**src/rtl/iq_word_packer.sv**
```systemverilog
// iq_word_packer: packs a serial byte stream into 128-bit words through a two-bank
// ping-pong buffer and hands each word to the 16QAM mapper with a one-cycle valid pulse.
// Optional macro PACK_MSB_FIRST_EN: bit-reverse each input byte before storage.
module iq_word_packer #(
  parameter logic [7:0] PAD_BYTE = 8'h00,
  parameter int         CNT_W    = 16
) (
  input  logic             CLK,
  input  logic             RST,
  input  logic [7:0]       din,
  input  logic             din_valid,
  output logic             din_ready,
  input  logic             flush,
  input  logic             reader_en,
  output logic [127:0]     word_data,
  output logic             word_valid,
  output logic [CNT_W-1:0] words_sent,
  output logic             overflow
);
  typedef enum logic {S_IDLE, S_WAIT} state_t;
  state_t             state_q;
  logic [127:0]       bank_q [2];
  logic [127:0]       bank_d;
  logic [1:0]         full_q, full_d;
  logic               wr_bank_q, rd_bank_q;
  logic [3:0]         byte_cnt_q;
  logic [4:0]         cnt_n;
  logic [7:0]         din_b;
  logic               acc, complete, do_flush, close_w, issue;
  logic [127:0]       word_data_q;
  logic               word_valid_q;
  logic [CNT_W-1:0]   words_sent_q;
  logic               overflow_q;

`ifdef PACK_MSB_FIRST_EN
  assign din_b = {<<{din}};
`else
  assign din_b = din;
`endif

  assign din_ready  = !full_q[wr_bank_q];
  assign acc        = din_valid && din_ready;
  assign cnt_n      = {1'b0, byte_cnt_q} + {4'd0, acc};
  assign complete   = cnt_n == 5'd16;
  // A flush on the cycle that completes the word adds nothing; an empty word is never flushed.
  assign do_flush   = flush && din_ready && cnt_n != 5'd0 && !complete;
  assign close_w    = complete || do_flush;
  assign issue      = state_q == S_IDLE && full_q[rd_bank_q] && reader_en;
  assign word_data  = word_data_q;
  assign word_valid = word_valid_q;
  assign words_sent = words_sent_q;
  assign overflow   = overflow_q;

  // Next contents of the fill bank: the accepted byte, plus padding of the tail on flush.
  always_comb begin
    bank_d = bank_q[wr_bank_q];
    for (int k = 0; k < 16; k++)
      if (acc && 4'(k) == byte_cnt_q) bank_d[8*k +: 8] = din_b;
      else if (do_flush && 5'(k) >= cnt_n) bank_d[8*k +: 8] = PAD_BYTE;
  end

  // Fill and issue always address different banks, so set and clear never collide.
  always_comb begin
    full_d = full_q;
    if (close_w) full_d[wr_bank_q] = 1'b1;
    if (issue) full_d[rd_bank_q] = 1'b0;
  end

  // Fill side: bank storage, byte position, bank switching and sticky overflow.
  always_ff @(posedge CLK) begin
    if (!RST) begin
      bank_q[0]  <= '0;
      bank_q[1]  <= '0;
      full_q     <= '0;
      wr_bank_q  <= 1'b0;
      byte_cnt_q <= '0;
      overflow_q <= 1'b0;
    end else begin
      full_q     <= full_d;
      if (acc || do_flush) bank_q[wr_bank_q] <= bank_d;
      byte_cnt_q <= close_w ? 4'd0 : cnt_n[3:0];
      wr_bank_q  <= wr_bank_q ^ close_w;
      if (din_valid && !din_ready) overflow_q <= 1'b1;
    end
  end

  // Issue FSM: one word per reader_en request, then wait for reader_en to drop.
  always_ff @(posedge CLK) begin
    if (!RST) begin
      state_q      <= S_IDLE;
      rd_bank_q    <= 1'b0;
      word_data_q  <= '0;
      word_valid_q <= 1'b0;
      words_sent_q <= '0;
    end else begin
      word_valid_q <= issue;
      if (issue) begin
        word_data_q  <= bank_q[rd_bank_q];
        rd_bank_q    <= !rd_bank_q;
        words_sent_q <= words_sent_q + CNT_W'(1);
      end
      state_q <= issue ? S_WAIT : (state_q == S_WAIT && !reader_en) ? S_IDLE : state_q;
    end
  end
endmodule

```
**config.mk**
```make
export PLATFORM = sky130hd
export DESIGN_NAME = iq_word_packer
export DESIGN_NICKNAME = d
export VERILOG_FILES = /design/src/rtl/iq_word_packer.sv
export SDC_FILE = /design/constraint.sdc
export NUM_CORES = 1
export LEC_CHECK = 0
export CAP_MARGIN = 20
export CORE_UTILIZATION = 45
export CTS_CLUSTER_DIAMETER = 60
export DETAILED_ROUTE_END_ITERATION = 10
export PLACE_DENSITY = 0.69
export SETUP_SLACK_MARGIN = 0.4
export SLEW_MARGIN = 20
export SYNTH_ARGS = -nofsm -noshare
export SYNTH_HDL_FRONTEND = slang
export SYNTH_SLANG_ARGS = --single-unit
export TNS_END_PERCENT = 100
```
**constraint.sdc**
```tcl
create_clock -name CLK -period 3.4 [get_ports CLK]
set_input_delay 0.68 -clock CLK [delete_from_list [all_inputs] [get_ports CLK]]
set_output_delay 0.68 -clock CLK [all_outputs]
set_load 0.005 [all_outputs]
```
# [Word level (Yosys, flattened, before mapping)]
# Memory sizes are Yosys's and may differ from the RTL's. A register that Yosys moved wholly into a read port is not among the register bits.
# Index checks and enable logic that the tools add are counted.
# W data, S select, Z words.
[op_classes] n_eq_ne=32 n_bitwise=6 add_sub_neg=2 mux=51 magnitude_cmp=20 n_reduce_logical=70
[op_table] operator="$mux W8" count=32
[op_table] operator="$mux W128" count=1
[op_table] operator="$reduce_or A128 Y1" count=1
[op_table] operator="$logic_and A1 B1 Y1" count=42
[op_table] operator="$ge A4 B5 Y1 const A" count=8
[op_table] operator="$eq A4 B4 Y1 const A" count=8
[op_table] operator="$ne A2 B2 Y1 const B" count=16
[op_table] operator="$reduce_and A2 Y1" count=16
[op_table] operator="$ge A3 B5 Y1 const A" count=4
[op_table] operator="$add A16 B1 Y16 const B" count=1
[op_table] operator="$eq A3 B4 Y1 const A" count=4
[op_table] operator="$mux W16" count=1
[op_table] operator="$mux W1" count=13
[op_table] operator="$ge A1 B5 Y1 const A" count=2
[op_table] operator="$ge A2 B5 Y1 const A" count=2
[op_table] operator="$eq A2 B4 Y1 const A" count=2
[op_table] operator="$add A4 B1 Y5" count=1
[op_table] operator="$eq A5 B5 Y1 const B" count=1
[op_table] operator="$logic_not A1 Y1" count=5
[op_table] operator="$reduce_bool A5 Y1" count=1
[op_table] operator="$eq A1 B4 Y1 const A" count=1
[op_table] operator="$logic_not A4 Y1" count=1
[op_table] operator="$lt A1 B2 Y1 const B" count=2
[op_table] operator="$mux W2" count=2
[op_table] operator="10 further kinds" count=14
[word_totals] ramBits=256 register_bits=27 word_cells=190 n_memories=1
[mem_list] name="bank_q" depth=2 word_bits=128 read_ports=1 rd_clocked_by_memory_dff=1 write_ports=2 line_no="22" rtl="logic [127:0] bank_q [2];"

# [Logic depth before layout (Yosys ltp)]
[depth] word_depth=15 depth_mapped=11

# [Least setup slack after synthesis]
# No wires, ideal clock.
[synth_timing] kind="register -> register" from="reg wr_bank_q" to="mem bank_q[1][40], enable pin" setup_time_ns=0.384 arrival_time_ns=2.772 stages_incl_launch_ff=11 path_buffers=2 path_slack_ns=0.244 cell_sequence="dfxtp_1 buf_6 mux2i_2 buf_6 and2_1 ha_1 nand3_2 mux2_4 a211o_1 o22a_1 o21ai_0"
[synth_rtl] element="start: declaration" line_no="25" rtl="logic wr_bank_q, rd_bank_q;"
[synth_rtl] element="start signal: assignment" line_no="82" rtl="wr_bank_q <= wr_bank_q ^ close_w;"
[synth_rtl] element="end: declaration" line_no="22"

==> results by group <==
Status
  – Status: complete, no violations

Place
  – Detail Placement HPWL: 27,700 µm
  – Global placer's final weighted congestion: approximately 0.9
  – Port buffer count: 159
  – Pre-CTS setup slack: -0.0787 ns

Drt
  – Routed vias/inst: 5.58
  – Routed wire length: 43,600 µm
  – Wire per inst: around 21 µm
  – DR vias: 11,793
  – DRC: 0
  – Drt pass-1 iters: 6
  – Antenna viol nets, final: 0
  – DR iter-0 viols: 1,163

Cells and area
  – Final nets: 1,642
  – Sequential cell area: 10,800 µm²
  – Layout area overhead: 24.3%
  – Ant. Diodes: 0
  – Area of the multi-input gates: 4680 µm²
  – Finished Core Util: a little under three fifths
  – Share of layout cells above drive strength 1: 10.9%
  – Fillers: 2,906

Worst setup path
  – Worst setup path category: in -> reg
  – Worst EP required: 3.64 ns
  – Data arrival time of the critical path: 3.15 ns
  – Crit. End Element: register
  – Worst r2r path cells: 9
  – Worst path max stage delay: 0.51 ns
  – Max FO, Critical Path: 8
  – CP Launch Type: primary input
  – Worst-path cell chain: clkdlybuf4s50_1 -> and2_1 -> ha_1 -> nand3_2 -> mux2_4 -> a211o_1 -> o32a_1 -> o21ai_1 -> buf_4
  – Reg2Reg Setup Slack: 0.52 ns
  – Slowest CP cell: clkdlybuf4s50_1

Power
  – Sw Share: 27.2%
  – Internal Pwr Total: 9.29 mW
  – Sw Pwr: ~3.5 mW
  – Sequential power share: a little under half
  – Power Total: roughly 13 mW
  – Clock power share: ~34%
  – Pwr dens: around 650 nW/µm²
  – Maximum vdd ir drop: 0.408 mV
  – LEAKAGE: approximately 7 nW
  – Logic pwr share: 18.7%

STA
  – Tmin final: 2.91 ns
  – Setup Skew: 0.0206 ns
  – Max Freq: about 340 MHz
  – Final hold viol count: 0
  – Worst Tran Pin Value: 0.688 ns
  – Max_slew headroom: 53.8%
  – Fin Hold WS: 0.465 ns
  – Final setup fails: 0
  – Max Transition Viols Final: 0
  – Post-route setup slack: 0.493 ns
  – Final worst-path cycle share: 85.5%
  – RSZ-0062 raised after global routing: no

Clock tree
  – Clk_lat worst skew: 0.55 ns
  – Root Buffer: clkbuf_16
  – Htree depth: 2
  – CTS Sinks: 411
  – CTS tree: done
  – TritonCTS buffer count: 42
  – Clock-pin slew on the worst setup and hold paths: 0.06 ns
  – CTS max path bufs: 3

Global routing
  – GRT Total Usage: 24.3%
  – Initial antenna violation count: 1
  – GRT Residual Overflow: 0
  – First-pass GRT wire length: ~66,000 µm
  – Largest net degree at the start of global routing: about 90
  – Number of global-route vias before repair: between 10,000 and 15,000

Floorplanning
  – Initial core utilization: 45.9%
  – Count of boundary I/O pins: 160
  – # rows: 68
  – Die ar.: 36,100 µm²
  – Core ar.: 34,600 µm²
  – Die span in x: approximately 190 µm
  – Die H: 190 µm

Yosys
  – Share of the synthesized area in the top cell type: 48.3%
  – Ys flop type: edfxtp_1
  – Yosys top cell by area: edfxtp_1
  – Cell variety after synth: 61
  – Post-synth EDFFs: 256
  – Post-synth net total: roughly 1,400
  – Post-Syn Area per Cell: 11.1 µm²
  – Post-synthesis register bit count: 411
  – Cell count after synthesis: around 1,400
  – Syn. warnings: 0
  – Async S/R FF share, synth: 0%
  – Count leader, synth: nor2_1
  – Synth cell count leaders: nor2_1, edfxtp_1, dfxtp_1
  – Sequential share of the synthesized area: 67.9%
  – Synthesized cell area: approximately 16,000 µm²
  – Leading post-synthesis cells by cell area: edfxtp_1, dfxtp_1, nor2_1

Run
  – Number of max-cap violations: 0

Hold path
  – Worst hold path stage count: 2
  – Tightest Hold Check Type: reg -> reg
==> metrics by stage <==
stage                     instance area [µm²]  std cells  setup TNS (ns)
final                                   19800       2114               0
after global placement                  18400       2037           -1.28
after global routing                    19800       2114               0
after detailed placement                18400       2037           -2.16
after floorplan                         15900       1432               0
after CTS                               19700       2114               0
==> sequential cells by signal (all words and copies together), names as in the netlist <==
| register | flops |
|---|---|
| full_q | 2 |
| wr_bank_q | 1 |
| rd_bank_q | 1 |
| bank_q | 256 |
| byte_cnt_q | 4 |
| state_q | 1 |
| word_valid | 1 |
| words_sent | 16 |
| overflow | 1 |
| word_data | 128 |
==> power by group through the flow <==
stage | sequential (mW) | combinational, mW | clock (mW)
after floorplan | 6.12 | 1.10 | 0
after global placement | 6.14 | 2.33 | 0
after detailed placement | 6.16 | 2.35 | 0
after CTS | 6.05 | 2.36 | 4.40
after global routing | 6.10 | 2.57 | 4.61
final | 6.05 | 2.38 | 4.33
==> cells by family after synthesis <==
logic type,share of synthesized area [%]
and+or+nand+nor,16.8
DFF,67.9
AOI/OAI and AO/OA,11.2
buffers and inverters,3.00
xor gates and xnor gates,0.661
muxes,0.252
adders and majority gates,0.236
==> routing by layer <==
metal	wire, µm	share of wire (%)	vias to the layer above	track usage (%)
li1	-	-	5497	-
met1	18000	41	5697	33.5
met2	20500	47	531	38.8
met3	4060	9.3	68	5.05
met4	975	2.2	0	6.70
met5	0	0	-	0
==> worst max-delay path, delay by kind of cell <==
kind	cells	cell delay (ns)
AO/OA/AOI/OAI	3	0.83
adder cells (fa/ha/maj)	1	0.28
buffers and inverters	2	0.70
multiplexers	1	0.34
AND/OR/NAND/NOR	2	0.31
==> path summary, 6_finish.rpt <==
| kind | start | endpoint |
|---|---|---|
| max | din_valid | bank_q[1][34]$_SDFFCE_PN0P_ |
| min reg2reg | word_data[114]$_SDFFE_PN0P_ | word_data[114]$_SDFFE_PN0P_ |
| min | word_data[114]$_SDFFE_PN0P_ | word_data[114]$_SDFFE_PN0P_ |
| max reg2reg | full_q[1]$_SDFF_PN0_ | bank_q[1][66]$_SDFFCE_PN0P_ |
==> placed cells by master (no fill, tap or decap), types with 3 or more instances in the layout <==
cell / count
buf_4: 98
clkinv_1: 6
o221ai_1: 122
xor2_1: 5
inv_1: 6
clkbuf_16: 43
a22oi_1: 9
a31oi_1: 5
a21boi_0: 13
nor3_1: 8
clkinv_2: 4
a21oi_1: 18
or3_1: 9
and2_1: 13
nand2b_1: 8
clkbuf_8: 7
nand2_1: 57
o21ai_1: 14
nand3_1: 8
o21ai_0: 29
nor2b_1: 3
buf_12: 4
dfxtp_1: 154
nor2_1: 520
clkbuf_1: 13
edfxtp_1: 256
xnor2_1: 7
nand4_1: 10
clkdlybuf4s50_1: 158
==> what timing repair did <==
| item | in CTS | in global routing |
|---|---|---|
| hold buffers | 0 | 0 |
| resized for setup | 0 | 5 |
| buffers inserted | 0 | 0 |
| endpoints found under the setup margin | 0 | 225 |
==> final cells by class <==
class | instances | area share (%)
clock buffers | 65 | 6.23
inverters | 7 | 0.133
well taps | 455 | 2.88
flip-flops and latches | 411 | 54.6
multi-input cells | 904 | 23.7
clock inverters | 12 | 0.329
repair buffers | 260 | 12.1
No activity file was read; power rests on OpenSTA's default activity.
